**src/rtl/booth_pkg.sv**
```systemverilog
// Shared types and defaults for the radix-2 Booth multiplier sequencer.
package booth_pkg;

  localparam int WIDTH_IN_DEF = 16;

  typedef enum logic [1:0] {
    IDLE,
    CALC,
    FINAL,
    DONE
  } state_t;

  typedef enum logic [1:0] {
    OP_NOP,
    OP_ADD,
    OP_SUB
  } booth_op_t;

endpackage

```
**src/rtl/booth_sequencer_if.sv**
```systemverilog
// Start/done handshake plus partial-product register feedback of the Booth sequencer.
interface booth_sequencer_if #(
  parameter int WIDTH_IN = 16
) ();

  localparam int WIDTH_PP = 2*WIDTH_IN + 1;

  logic                  start_i;
  logic [WIDTH_IN-1:0]   a_i;
  logic                  ready_o;
  logic [WIDTH_PP-1:0]   pp_i;
  logic [WIDTH_PP-1:0]   pp_next_o;
  logic                  en_i_o;
  logic                  en_pp_o;
  logic                  en_fp_o;
  logic [2*WIDTH_IN-1:0] product_o;
  logic                  done_o;
  logic                  ack_i;

  modport master (
    output start_i, a_i, pp_i, ack_i,
    input  ready_o, pp_next_o, en_i_o, en_pp_o, en_fp_o, product_o, done_o
  );

  modport slave (
    input  start_i, a_i, pp_i, ack_i,
    output ready_o, pp_next_o, en_i_o, en_pp_o, en_fp_o, product_o, done_o
  );

endinterface

```
**src/rtl/booth_addsub.sv**
```systemverilog
// One radix-2 Booth step: encode the low pair, add/subtract the multiplicand into A,
// then arithmetic-shift the whole {A, Q, q-1} register right by one.
module booth_addsub
  import booth_pkg::*;
#(
  parameter int WIDTH_IN = WIDTH_IN_DEF,
  localparam int WIDTH_PP = 2*WIDTH_IN + 1
) (
  input  logic [WIDTH_PP-1:0] pp,
  input  logic [WIDTH_IN-1:0] mcand,
  output logic [WIDTH_PP-1:0] pp_next
);

  booth_op_t                op;
  logic signed [WIDTH_IN:0] a_ext;
  logic signed [WIDTH_IN:0] m_ext;
  logic signed [WIDTH_IN:0] sum;

  always_comb begin
    case (pp[1:0])
      2'b01:   op = OP_ADD;
      2'b10:   op = OP_SUB;
      default: op = OP_NOP;
    endcase
  end

  // One guard bit keeps A - M correct when M is the most negative operand.
  assign a_ext = {pp[WIDTH_PP-1], pp[WIDTH_PP-1:WIDTH_IN+1]};
  assign m_ext = {mcand[WIDTH_IN-1], mcand};

  always_comb begin
    sum = a_ext;
    case (op)
      OP_ADD:  sum = a_ext + m_ext;
      OP_SUB:  sum = a_ext - m_ext;
      default: sum = a_ext;
    endcase
  end

  assign pp_next = {sum, pp[WIDTH_IN:1]};

endmodule

```
**src/rtl/booth_sequencer.sv**
```systemverilog
// Booth multiplier control: accepts a multiplicand, steps the external partial-product
// register through WIDTH_IN iterations, then captures and presents the product.
module booth_sequencer
  import booth_pkg::*;
#(
  parameter int WIDTH_IN = WIDTH_IN_DEF,
  localparam int WIDTH_PP = 2*WIDTH_IN + 1,
  localparam int CNT_W    = $clog2(WIDTH_IN) + 1
) (
  input logic              clk,
  input logic              reset,
  booth_sequencer_if.slave bus
);

  state_t                state;
  logic [WIDTH_IN-1:0]   mcand_q;
  logic [CNT_W-1:0]      cnt;
  logic [2*WIDTH_IN-1:0] product_q;
  logic                  done_q;

  always_ff @(posedge clk or negedge reset) begin
    if (!reset) begin
      state     <= IDLE;
      mcand_q   <= '0;
      cnt       <= '0;
      product_q <= '0;
      done_q    <= 1'b0;
    end else begin
      case (state)
        IDLE: begin
          if (bus.start_i) begin
            mcand_q <= bus.a_i;
            cnt     <= '0;
            state   <= CALC;
          end
        end
        CALC: begin
          cnt <= cnt + CNT_W'(1);
          if (cnt == CNT_W'(WIDTH_IN - 1)) state <= FINAL;
        end
        FINAL: begin
          product_q <= bus.pp_i[WIDTH_PP-1:1];
          done_q    <= 1'b1;
          state     <= DONE;
        end
        DONE: begin
          if (bus.ack_i) begin
            done_q <= 1'b0;
            state  <= IDLE;
          end
        end
        default: state <= IDLE;
      endcase
    end
  end

  // Strobes are state decodes so the register load lands in the same cycle as the accept.
  assign bus.ready_o   = (state == IDLE);
  assign bus.en_i_o    = (state == IDLE) && bus.start_i;
  assign bus.en_pp_o   = (state == CALC);
  assign bus.en_fp_o   = (state == FINAL);
  assign bus.product_o = product_q;
  assign bus.done_o    = done_q;

  booth_addsub #(
    .WIDTH_IN (WIDTH_IN)
  ) u_addsub (
    .pp      (bus.pp_i),
    .mcand   (mcand_q),
    .pp_next (bus.pp_next_o)
  );

endmodule
```
**src/flat_wrapper.sv**
```systemverilog
// flat-port wrapper written by rule: the top's interface ports become plain ports
module booth_sequencer_flat import booth_pkg::*;
#(
  parameter int WIDTH_IN = WIDTH_IN_DEF,
  localparam int WIDTH_PP = 2*WIDTH_IN + 1,
  localparam int CNT_W    = $clog2(WIDTH_IN) + 1
)
  (clk, reset, bus_start_i, bus_a_i, bus_pp_i, bus_ack_i, bus_ready_o, bus_pp_next_o, bus_en_i_o, bus_en_pp_o, bus_en_fp_o, bus_product_o, bus_done_o);
  booth_sequencer_if #(.WIDTH_IN(WIDTH_IN)) bus_i ();
  input logic clk;
  input logic reset;
  input wire logic [$bits(bus_i.start_i)-1:0] bus_start_i;
  input wire logic [$bits(bus_i.a_i)-1:0] bus_a_i;
  input wire logic [$bits(bus_i.pp_i)-1:0] bus_pp_i;
  input wire logic [$bits(bus_i.ack_i)-1:0] bus_ack_i;
  output wire logic [$bits(bus_i.ready_o)-1:0] bus_ready_o;
  output wire logic [$bits(bus_i.pp_next_o)-1:0] bus_pp_next_o;
  output wire logic [$bits(bus_i.en_i_o)-1:0] bus_en_i_o;
  output wire logic [$bits(bus_i.en_pp_o)-1:0] bus_en_pp_o;
  output wire logic [$bits(bus_i.en_fp_o)-1:0] bus_en_fp_o;
  output wire logic [$bits(bus_i.product_o)-1:0] bus_product_o;
  output wire logic [$bits(bus_i.done_o)-1:0] bus_done_o;
  assign bus_i.start_i = bus_start_i;
  assign bus_i.a_i = bus_a_i;
  assign bus_i.pp_i = bus_pp_i;
  assign bus_i.ack_i = bus_ack_i;
  assign bus_ready_o = bus_i.ready_o;
  assign bus_pp_next_o = bus_i.pp_next_o;
  assign bus_en_i_o = bus_i.en_i_o;
  assign bus_en_pp_o = bus_i.en_pp_o;
  assign bus_en_fp_o = bus_i.en_fp_o;
  assign bus_product_o = bus_i.product_o;
  assign bus_done_o = bus_i.done_o;
  booth_sequencer #(.WIDTH_IN(WIDTH_IN)) u_core (.clk(clk), .reset(reset), .bus(bus_i));
endmodule
```
**config.mk**
```make
export PLATFORM = sky130hd
export DESIGN_NAME = booth_sequencer_flat
export DESIGN_NICKNAME = d
export VERILOG_FILES = /design/src/rtl/booth_pkg.sv /design/src/rtl/booth_sequencer_if.sv /design/src/rtl/booth_addsub.sv /design/src/rtl/booth_sequencer.sv /design/src/flat_wrapper.sv
export SDC_FILE = /design/constraint.sdc
export NUM_CORES = 1
export LEC_CHECK = 0
export ABC_AREA = 1
export CAP_MARGIN = 20
export CORE_MARGIN = 2
export CORE_UTILIZATION = 35
export CTS_CLUSTER_SIZE = 30
export DETAILED_ROUTE_END_ITERATION = 8
export PLACE_DENSITY = 0.66
export SYNTH_ARGS = -nofsm -noshare
export SYNTH_HDL_FRONTEND = slang
export SYNTH_SLANG_ARGS = --single-unit
```
**constraint.sdc**
```tcl
create_clock -name clk -period 2.89 [get_ports clk]
set_input_delay 0.4335 -clock clk [delete_from_list [all_inputs] [get_ports clk]]
set_output_delay 0.4335 -clock clk [all_outputs]
set_load 0.01 [all_outputs]
```
Yosys cells after proc, flatten, opt, wreduce, memory -nomap -nowiden
Index checks and enable logic that the tools add are counted.
{ "op_classes": {"n_addsub": 3, "eq_ne": 11, "muxes": 10, "reduce_logical": 8} }
{ "op_table": {"columns": ["cell", "n"], "rows": [
  ["17-bit case mux with 2 select lines", 1],
  ["16-bit by 16-bit adder with 17-bit output", 1],
  ["16-bit by 16-bit subtractor with 17-bit output", 1],
  ["5-bit case mux with 2 select lines", 1],
  ["2-bit equality test (second input constant)", 4],
  ["2-bit case mux with 4 select lines", 1],
  ["2-bit by 1-bit equality test with 1-bit output (second input constant)", 3],
  ["2-bit two-way mux", 3],
  ["2-bit AND reduction", 3],
  ["5-bit by 1-bit adder with 5-bit output (second input constant)", 1],
  ["5-bit by 4-bit equality test with 1-bit output (second input constant)", 1],
  ["5-bit two-way mux", 1],
  ["2-bit inequality test (second input constant)", 2],
  ["2-bit case mux with 2 select lines", 1],
  ["2-bit nonzero test", 2],
  ["3-bit AND reduction", 1],
  ["2-bit zero test", 1],
  ["2-bit by 1-bit inequality test with 1-bit output (second input constant)", 1],
  ["1-bit case mux with 2 select lines", 1],
  ["1-bit logical AND", 1],
  ["1-bit two-way mux", 1]
]} }
{ "totals": {"regBits": 56, "inputBits": 53, "out_inout_bits": 70, "wordCells": 37} }

Depth between registers and ports, before layout
Gate-level depths: netlist of the first run.
{ "logic_depth": {"word_depth": 4, "mapped_depth": 22} }

Modules after synthesis
A second synthesis of the first run with hierarchy kept.
{ "hier_totals": {"hier_cells": 506, "hier_area_um2": 4136.5} }
{ "modules_own_cells": {"columns": ["module", "n_inst", "cells_each", "area_each_um2", "seq_area_each_um2"], "rows": [
  ["booth_sequencer", 1, 194, 2444.8, 1401.3],
  ["booth_addsub", 1, 312, 1691.6, 0.0]
]} }

Least setup slack after synthesis of the first run
OpenSTA, ideal clock, no wires.
{ "synth_path": {"path_kind": "input -> output", "startpoint": "input bus_pp_i[0]", "endpoint": "output bus_pp_next_o[32]", "arrival_ps": 2394, "t_required_ps": 2457, "slack_ps": 63, "cell_stages": 16, "n_path_buf": 1, "path_cell_list": "inv_1 ha_1 clkbuf_1 or2_2 xor2_1 inv_1 ha_1 nand2_1 nand2_1 a21oi_2 nand2_2 a21oi_1 nand2_2 nand3_2 nand2_1 nand2_1"} }
{ "synth_via": {"elab_chain_cells": 4} }
{ "synth_lines": {"columns": ["element", "line", "text"], "rows": [
  ["from (decl)", "flat_wrapper.sv:14", "input wire logic [$bits(bus_i.pp_i)-1:0] bus_pp_i;"],
  ["2-bit equality test / 2-bit by 1-bit equality test with 1-bit output (equally long branches)", "booth_addsub.sv:20", "case (pp[1:0])"],
  ["2-bit case mux with 2 select lines *", "booth_addsub.sv:20", null],
  ["2-bit equality test / 2-bit by 1-bit equality test with 1-bit output (equally long branches)", "booth_addsub.sv:33", "case (op)"],
  ["17-bit case mux with 2 select lines *", "booth_addsub.sv:33", null],
  ["to (decl)", "flat_wrapper.sv:17", "output wire logic [$bits(bus_i.pp_next_o)-1:0] bus_pp_next_o;"]
]} }
Every way passes the cells marked *; elsewhere a longest branch is shown, timed or not.

Worst setup path in the final report of the first run
{ "layout_path": {"startpoint": "register u_core.mcand_q[0]", "endpoint": "output bus_pp_next_o[32]"} }
{ "layout_via": {"elab_chain_cells": 2} }
{ "layout_lines": {"columns": ["element", "line", "text"], "rows": [
  ["from (decl)", "booth_sequencer.sv:16", "logic [WIDTH_IN-1:0] mcand_q;"],
  ["from (signal assigned)", "booth_sequencer.sv:32", "mcand_q <= bus.a_i;"],
  ["16-bit by 16-bit subtractor with 17-bit output / 16-bit by 16-bit adder with 17-bit output (equally long branches)", "booth_addsub.sv:35, booth_addsub.sv:34", null],
  ["17-bit case mux with 2 select lines *", "booth_addsub.sv:33", null]
]} }
Marks and branches as above.

==> out/summary.log, run 1 <==
INFO  outcome        run_status=finished, violations left
INFO  outcome        violations=negative setup slack
INFO  drt            routed_via_density=4.69
INFO  setup_path     critPathArrivalTime=2.93ns
INFO  sta            transition_time_at_the_pin_with_the_least_slew_margin=0.470ns
INFO  synthesis      async_flop_share=1.00
INFO  clock_tree     ctsHtreeMaxLevel=2
INFO  floorplan      core.rowCount=38
INFO  layout         post_route_cells_drive_above_1_share=0.388
INFO  sta            finalHoldViolCount=0
INFO  setup_path     worstSetupPathType=register to primary output
INFO  sta            timing.max_slew.rel_slack=0.687
INFO  clock_tree     cts_inserted_buffers=5
INFO  layout         final-seq-area=1400um^2
INFO  sta            rsz0062_at_grt=true
INFO  layout         multi_input_comb_area=2720um^2
INFO  sta            fin_crit=3.36ns
INFO  synthesis      synth_area=3910um^2
INFO  power          combPwrFrac=0.747
INFO  power          clkPwrFrac=0.071
INFO  sta            fmaxAchievable=297MHz
INFO  sta            final.period_utilization=1.16
INFO  drt            detail_route.first_pass.iterations=4
INFO  floorplan      die_height=110um
INFO  sta            fin_setup_tns=-3.63ns
INFO  setup_path     worst_path_max_fanout=3
INFO  power          p_seq_frac=0.183
INFO  placed_design  io_port_bufs=122
INFO  power          power.leakage=3.06nW
INFO  placed_design  detailedPlacementHpwl=8.63mm
INFO  clock_tree     clk_root_buffer_cell=sky130_fd_sc_hd__clkbuf_8
INFO  layout         antenna_diodes=0
INFO  power          power.net_switching=0.00335W
INFO  layout         number_of_nets_in_the_layout=766
INFO  synthesis      ys.warnings.count=0
INFO  layout         layout.cell_area.non_filler=6510um^2
INFO  layout         finish.cell_count_without_fillers=829
INFO  drt            routed-via-count=3890
INFO  synthesis      synth_nets=573
INFO  setup_path     endpoint_kind=primary output
INFO  sta            final.setup.worst_slack=-0.473ns
INFO  grt            grt_max_degree=49
INFO  synthesis      synth-main-ff-cell=sky130_fd_sc_hd__dfrtp_1
INFO  setup_path     r2r_slack=1.24ns
INFO  min_path       holdCritPathClass=input port to async pin
INFO  layout         nFillCells=952
INFO  drt            drtIter0Drc=112
INFO  floorplan      io_pins=123
INFO  drt            ant_nets=0
INFO  clock_tree     clock_tree_from_tritoncts=done
INFO  sta            final_setup_violation_count=11
INFO  clock_tree     clk_transition_reported_paths=0.10ns
INFO  placed_design  gpl.final_weighted_congestion=0.864
INFO  power          power.density_cell_area=1180nW/um^2
INFO  synthesis      synth_enable_flop_cells=0
INFO  placed_design  detailed_place.area=5650um^2
INFO  flow_run       timing.max_cap.violations=0
INFO  drt            remaining_drc_errors=0
INFO  grt            grt_first_pass_wirelength=19.3mm
INFO  setup_path     data_required_time_at_the_worst_endpoint=2.46ns
INFO  setup_path     worst_setup_path_start_kind=register
INFO  sta            finClkSkew=0.0159ns
INFO  clock_tree     clk_path_buf_depth=2
INFO  synthesis      syn_inst=495
INFO  sta            slew_violations=0
INFO  floorplan      floorplan.die_area=12000um^2
INFO  drt            wl_per_cell=14.5um
INFO  synthesis      synthesis.area_per_instance=7.90um^2
INFO  grt            overflow=0
INFO  grt            grt_antenna_before_repair=0
INFO  power          internal_power=0.00435W
INFO  power          total_power=0.00771W
INFO  floorplan      floorplan.core_area=10900um^2
INFO  grt            grt_util_all_layers=0.205
INFO  clock_tree     clock-sinks=56
INFO  floorplan      floorplan.initialDensity=0.359
INFO  layout         post_layout_util=0.598
INFO  floorplan      die_span_x=110um
INFO  drt            wl=12.0mm
INFO  synthesis      synth_cell_type_count=36
INFO  synthesis      ys_ff_latch=56
INFO  grt            grt_pass1_vias=4058
INFO  synthesis      synth.yosys.seq_area_share=0.359
INFO  placed_design  dp_cells=797
INFO  layout         areaGrowthSynthToFinish=66.5%
INFO  power          vdd_ir_drop_max=0.525mV
INFO  power          power.switching_fraction=0.435
INFO  clock_tree     worstSkewPairLatency=0.33ns
==> worst max-delay path: stages (launching register included) <==
cell,delay [ns]
sky130_fd_sc_hd__dfrtp_1,0.40
sky130_fd_sc_hd__inv_2,0.11
sky130_fd_sc_hd__nand3_4,0.10
sky130_fd_sc_hd__nor3_4,0.15
sky130_fd_sc_hd__nand2_2,0.10
sky130_fd_sc_hd__nor2_4,0.13
sky130_fd_sc_hd__nand2_1,0.09
sky130_fd_sc_hd__nand2_2,0.08
sky130_fd_sc_hd__xnor2_2,0.12
sky130_fd_sc_hd__inv_2,0.08
sky130_fd_sc_hd__ha_4,0.30
sky130_fd_sc_hd__nand2_4,0.07
sky130_fd_sc_hd__inv_4,0.07
sky130_fd_sc_hd__nand2_4,0.05
sky130_fd_sc_hd__nor3_4,0.19
sky130_fd_sc_hd__buf_6,0.13
sky130_fd_sc_hd__a21oi_4,0.06
sky130_fd_sc_hd__nand2_2,0.07
sky130_fd_sc_hd__nand3_2,0.06
sky130_fd_sc_hd__nand2_1,0.06
sky130_fd_sc_hd__nand2_1,0.05
sky130_fd_sc_hd__buf_2,0.13
==> timing repair <==
item / 4_1_cts / 5_1_grt
buffers inserted: 19 / 4
setup endpoints to repair: 16 / 16
pin swaps: 54 / 46
hold buffers: 0 / 0
resized for setup: 148 / 49
==> layout by cell type, fill, tap and decap left out, drive strengths merged <==
master	netlist	routed
dlygate4sd2	0	3
nand2	151	151
xor2	9	9
dlymetal6s2s	0	1
ha	24	24
o22ai	2	2
a221oi	1	1
clkdlybuf4s50	0	103
a21o	2	2
nand4	2	2
o21bai	4	4
xnor2	8	8
fa	1	1
nand3	22	22
a21oi	23	23
o21ai	23	23
bufinv	0	1
or2	3	3
buf	22	106
clkbuf	6	7
mux2	30	30
nand3b	4	4
o31ai	3	3
a31oi	1	1
nor2	39	39
dfrtp	56	56
inv	55	56
nor3	4	4
==> per-stage QoR <==
step | worst slack [ns] | hold WS, ns
after floorplan | 0.0628 | 0.138
after global placement | -1.05 | 0.487
after detailed placement | -1.11 | 0.495
after CTS | -0.518 | 0.340
after global routing | -0.649 | 0.0572
final | -0.473 | 0.0474
==> final timing paths <==
check	startpoint	end	cells after the start
worst min-delay path	reset	u_core.bus.product_o[14]	1
min in group clk	u_core.bus.product_o[9]	u_core.bus.product_o[9]	1
max in group asynchronous	reset	u_core.bus.product_o[2]	3
worst max-delay path	u_core.mcand_q[0]	bus_pp_next_o[32]	21
worst min register to register	u_core.bus.product_o[9]	u_core.bus.product_o[9]	1
worst max register to register	u_core.state[0]	u_core.cnt[3]	8
==> flip-flops by register name, indices dropped and copies added (netlist names) <==
name                  count
u_core.mcand_q           16
u_core.cnt                5
u_core.bus.product_o     32
u_core.state              2
u_core.bus.done_o         1
==> cell usage after synthesis, types with 3 or more instances <==
cell type,count,area (um^2)
sky130_fd_sc_hd__a21oi_1,21,105
sky130_fd_sc_hd__buf_2,5,25.0
sky130_fd_sc_hd__buf_4,17,128
sky130_fd_sc_hd__clkbuf_1,5,18.8
sky130_fd_sc_hd__dfrtp_1,56,1400
sky130_fd_sc_hd__ha_1,24,300
sky130_fd_sc_hd__inv_1,49,184
sky130_fd_sc_hd__inv_2,6,22.5
sky130_fd_sc_hd__mux2_2,30,338
sky130_fd_sc_hd__nand2_1,144,541
sky130_fd_sc_hd__nand2_2,7,43.8
sky130_fd_sc_hd__nand3_1,18,90.1
sky130_fd_sc_hd__nand3_2,4,40.0
sky130_fd_sc_hd__nand3b_1,4,30.0
sky130_fd_sc_hd__nor2_1,35,131
sky130_fd_sc_hd__o21ai_0,18,90.1
sky130_fd_sc_hd__o21ai_1,4,20.0
sky130_fd_sc_hd__o21bai_1,4,30.0
sky130_fd_sc_hd__o31ai_1,3,22.5
sky130_fd_sc_hd__xnor2_1,8,70.1
sky130_fd_sc_hd__xor2_1,9,78.8
==> power by group through the flow <==
stage	clock network (W)	logic [W]	registers, W
floorplan	0	0.00232	0.00152
global placement	0	0.00442	0.00140
detailed placement	0	0.00448	0.00142
CTS	0.000563	0.00528	0.00141
global route	0.000590	0.00625	0.00146
finish	0.000544	0.00575	0.00141
==> area by class of cell <==
| class | count | share of cell area |
|---|---|---|
| Clock buffer | 6 | 0.0111 |
| Timing Repair Buffer | 214 | 0.290 |
| Sequential cell | 56 | 0.215 |
| Clock inverter | 2 | 0.00596 |
| Tap cell | 140 | 0.0269 |
| Inverter | 55 | 0.0329 |
| Multi-Input combinational cell | 356 | 0.418 |
==> cell families (layout without fill, tap and decap cells) <==
| kind of cell | Yosys count | count (layout) | share of synthesized area |
|---|---|---|---|
| compound gates | 59 | 59 | 0.0861 |
| xor+xnor | 17 | 17 | 0.0381 |
| flops | 56 | 56 | 0.359 |
| mux | 30 | 30 | 0.0864 |
| simple gates | 225 | 225 | 0.249 |
| fa+ha+maj | 25 | 25 | 0.0819 |
| buf+inv | 83 | 277 | 0.100 |
==> per-layer routing <==
layer | up-vias | track usage | share of wire
met5 | - | 0 | 0
met4 | 0 | 0.0542 | 0.016
li1 | 1959 | - | -
met2 | 61 | 0.377 | 0.52
met1 | 1858 | 0.252 | 0.43
met3 | 12 | 0.0267 | 0.033
(Power assumes the default switching activity.)
==> inputs of run 2 (changes only) <==
- CORE_ASPECT_RATIO: unset -> 1.5
==> run 2 against run 1 <==
The flow still finishes with violations (negative setup slack). Setup slack better by 0.056 ns. Sequential share of layout area increased by 0.34 points. Largest power group unchanged. Die area increased by 0.14%. First-iteration DRC count is 4.5% higher. Critical path type unchanged. Combinational power decreased by 4.3%. Critical endpoint unchanged.
==> out/summary.log, run 2 (synthesis gave the netlist of run 1 again) <==
INFO  power          vdd_ir_drop_max=0.450mV [-14%]
INFO  min_path       holdCritPathClass=input port to async pin
INFO  layout         areaGrowthSynthToFinish=64.0%
INFO  setup_path     data_required_time_at_the_worst_endpoint=2.46ns [about the same]
INFO  sta            final.period_utilization=1.14 [-0.0194]
INFO  grt            grt_first_pass_wirelength=19.2mm [-0.39%]
INFO  grt            gr-usage-met1=0.199 [-0.0531]
INFO  clock_tree     worstSkewPairLatency=0.31ns [-0.02 ns]
INFO  clock_tree     clk_path_buf_depth=2 [unchanged]
INFO  floorplan      floorplan.core_area=10900um^2 [+0.46%]
INFO  sta            finClkSkew=0.00729ns [-0.00863 ns]
INFO  drt            ant_nets=0 [unchanged]
INFO  setup_path     worst_path_max_fanout=4 [+1]
INFO  floorplan      core.rowCount=47 [+24%]
INFO  setup_path     worst_path_largest_cell_delay=0.39ns [about the same]
INFO  sta            timing.max_slew.rel_slack=0.569 [-0.118]
INFO  setup_path     critical_path.most_common_cell=sky130_fd_sc_hd__nand2_2
INFO  layout         post_route_cells_drive_above_1_share=0.374 [-0.0138]
INFO  drt            routed-via-count=3904 [+0.36%]
INFO  layout         number_of_nets_in_the_layout=755 [-1.4%]
INFO  layout         finish.cell_count_without_fillers=824 [-0.60%]
INFO  layout         final-seq-area=1400um^2 [unchanged]
INFO  drt            detail_route.first_pass.iterations=5 [+1]
INFO  drt            wl=11.7mm [-2.2%]
INFO  outcome        run_status=finished, violations left
INFO  clock_tree     clock_tree_from_tritoncts=done
INFO  grt            grt_max_degree=37 [-24%]
INFO  grt            gr-usage-met2=0.387 [+0.0107]
INFO  sta            final_setup_violation_count=12 [+1]
INFO  clock_tree     number_of_hold_buffers_added_after_cts=0 [unchanged]
INFO  power          power.leakage=3.00nW [-2.0%]
INFO  clock_tree     clock-sinks=56 [unchanged]
INFO  sta            final.setup.worst_slack=-0.417ns [+0.0559 ns]
INFO  layout         post_layout_util=0.586 [-0.0120]
INFO  clock_tree     clk_transition_reported_paths=0.07ns [-0.03 ns]
INFO  layout         nFillCells=966 [+1.5%]
INFO  power          total_power=0.00754W [-2.2%]
INFO  floorplan      io_pins=123 [unchanged]
INFO  outcome        violations=negative setup slack
INFO  layout         mostFrequentLayoutCell=sky130_fd_sc_hd__nand2_1
INFO  layout         antenna_diodes=0 [unchanged]
INFO  drt            routed_via_density=4.74 [+0.97%]
INFO  clock_tree     ctsHtreeMaxLevel=2 [unchanged]
INFO  grt            grt_pass1_vias=4184 [+3.1%]
INFO  sta            rsz0062_at_grt=true
INFO  setup_path     cell_breakdown_of_the_critical_path=inv_2, ha_4, nand2_4, nor2_4, nand2_2, nand2_2, o21ai_2, xnor2_1, ha_1, nand2_2, a21oi_1, nor2_2, nand2_2, inv_2, nand2_2, nand2_2, nand3_2, nand2_1, nand2_1, buf_2
INFO  sta            fmaxAchievable=302MHz [+1.7%]
INFO  setup_path     endpoint_kind=primary output
INFO  floorplan      die_span_x=90.3um [-18%]
INFO  floorplan      floorplan.die_area=12000um^2 [+0.14%]
INFO  flow_run       timing.max_cap.violations=0 [unchanged]
INFO  placed_design  gpl.final_weighted_congestion=0.850 [-1.6%]
INFO  grt            grt.met3_usage=0.0402 [+0.0135]
INFO  drt            drtIter0Drc=117 [+4.5%]
INFO  grt            grt_antenna_before_repair=0 [unchanged]
INFO  sta            fin_crit=3.31ns [-0.0559 ns]
INFO  floorplan      floorplan.initialDensity=0.357 [-0.00164]
INFO  setup_path     worst_setup_path_start_kind=register
INFO  floorplan      die_height=133um [+22%]
INFO  grt            overflow=0 [unchanged]
INFO  placed_design  dp_cells=801 [+0.50%]
INFO  setup_path     worstSetupPathType=register to primary output
INFO  sta            transition_time_at_the_pin_with_the_least_slew_margin=0.647ns [+0.177 ns]
INFO  placed_design  io_port_bufs=122 [unchanged]
INFO  drt            wl_per_cell=14.2um [-1.6%]
INFO  layout         largest_register_ff_count=32 [unchanged]
INFO  grt            grt_util_all_layers=0.196 [-0.00923]
INFO  sta            finalHoldViolCount=0 [unchanged]
INFO  drt            remaining_drc_errors=0 [unchanged]
INFO  layout         most-common-layout-cells=sky130_fd_sc_hd__nand2_1 (115), sky130_fd_sc_hd__clkdlybuf4s50_1 (103), sky130_fd_sc_hd__buf_4 (70)
INFO  setup_path     critPathArrivalTime=2.87ns [-0.06 ns]
INFO  setup_path     timing.critical_path.slowest_stage_cell=sky130_fd_sc_hd__dfrtp_1
INFO  placed_design  detailedPlacementHpwl=8.55mm [-0.87%]
INFO  grt            global_route.peak_usage_layer=met2
INFO  clock_tree     cts_inserted_buffers=5 [unchanged]
INFO  power          power.density_cell_area=1180nW/um^2 [-0.61%]
INFO  layout         multi_input_comb_area=2660um^2 [-2.2%]
INFO  sta            slew_violations=0 [unchanged]
INFO  clock_tree     clk_root_buffer_cell=sky130_fd_sc_hd__clkbuf_16
run 2: changes by cell type in the layout (fill, tap and decap cells not counted), moves of 3 or more:
cell                        before  now
sky130_fd_sc_hd__buf_4          85   70
sky130_fd_sc_hd__buf_6           4    9
sky130_fd_sc_hd__clkbuf_16       0    5
sky130_fd_sc_hd__clkbuf_8        5    0
sky130_fd_sc_hd__ha_1            7   11
sky130_fd_sc_hd__ha_4           15   12
sky130_fd_sc_hd__inv_1          40   37
sky130_fd_sc_hd__inv_2          12   17
run 2: metal layers:
metal / routed length (um) / share of wire
met1: 4190 / 0.36
met2: 6630 / 0.57
met3: 491 / 0.042
met4: 419 / 0.036
met5: 0 / 0
run 2: timing repair:
item	4_1_cts	5_1_grt
pin swaps	47	27
setup buffers	12	4
endpoints found under the setup margin	16	15
resized for setup	161	38
cloned	0	0
run 2: stage by stage:
step / hold slack (ns) / setup WS (ns) / TNS (ns) / cell area, um^2
2_1_floorplan: 0.138 / 0.0628 / 0 / 3910
3_3_place_gp: 0.485 / -0.978 / -13.39 / 5640
3_5_place_dp: 0.494 / -1.03 / -13.76 / 5640
4_1_cts: 0.174 / -0.408 / -2.86 / 6240
5_1_grt: 0.203 / -0.614 / -6.00 / 6410
6_report: 0.155 / -0.417 / -3.82 / 6410
run 2: worst max-delay path, delay by kind of cell (launching register included):
| family | cells | cell delay [ns] |
|---|---|---|
| flops | 1 | 0.39 |
| fa+ha+maj | 2 | 0.56 |
| xor+xnor | 1 | 0.14 |
| compound gates | 2 | 0.24 |
| simple gates | 12 | 0.94 |
| buf+inv | 3 | 0.29 |
run 2: cell type report:
cell class,count,share of cell area
Clock buffer,5,0.0195
Multi-Input combinational cell,356,0.415
Tap cell,147,0.0287
Sequential cell,56,0.219
Clock inverter,2,0.00254
Timing Repair Buffer,203,0.283
Inverter,55,0.0326
run 2: report_power, final:
group | internal [W] | switching, W
Combinational | 0.00278 | 0.00273
Clock | 0.000321 | 0.000304
Sequential | 0.00117 | 0.000239
run 2: path summary, 6_finish.rpt:
kind / slack [ns] / to / cells after the start / start
max: -0.42 / bus_pp_next_o[32] / 20 / u_core.mcand_q[0]
min: 0.16 / u_core.state[0] / 1 / reset
max reg2reg: 1.20 / u_core.cnt[3] / 8 / u_core.state[1]
min reg2reg: 0.51 / u_core.bus.product_o[12] / 1 / u_core.bus.product_o[12]
max in group asynchronous: 1.91 / u_core.bus.product_o[10] / 2 / reset
min in group clk: 0.51 / u_core.bus.product_o[12] / 1 / u_core.bus.product_o[12]
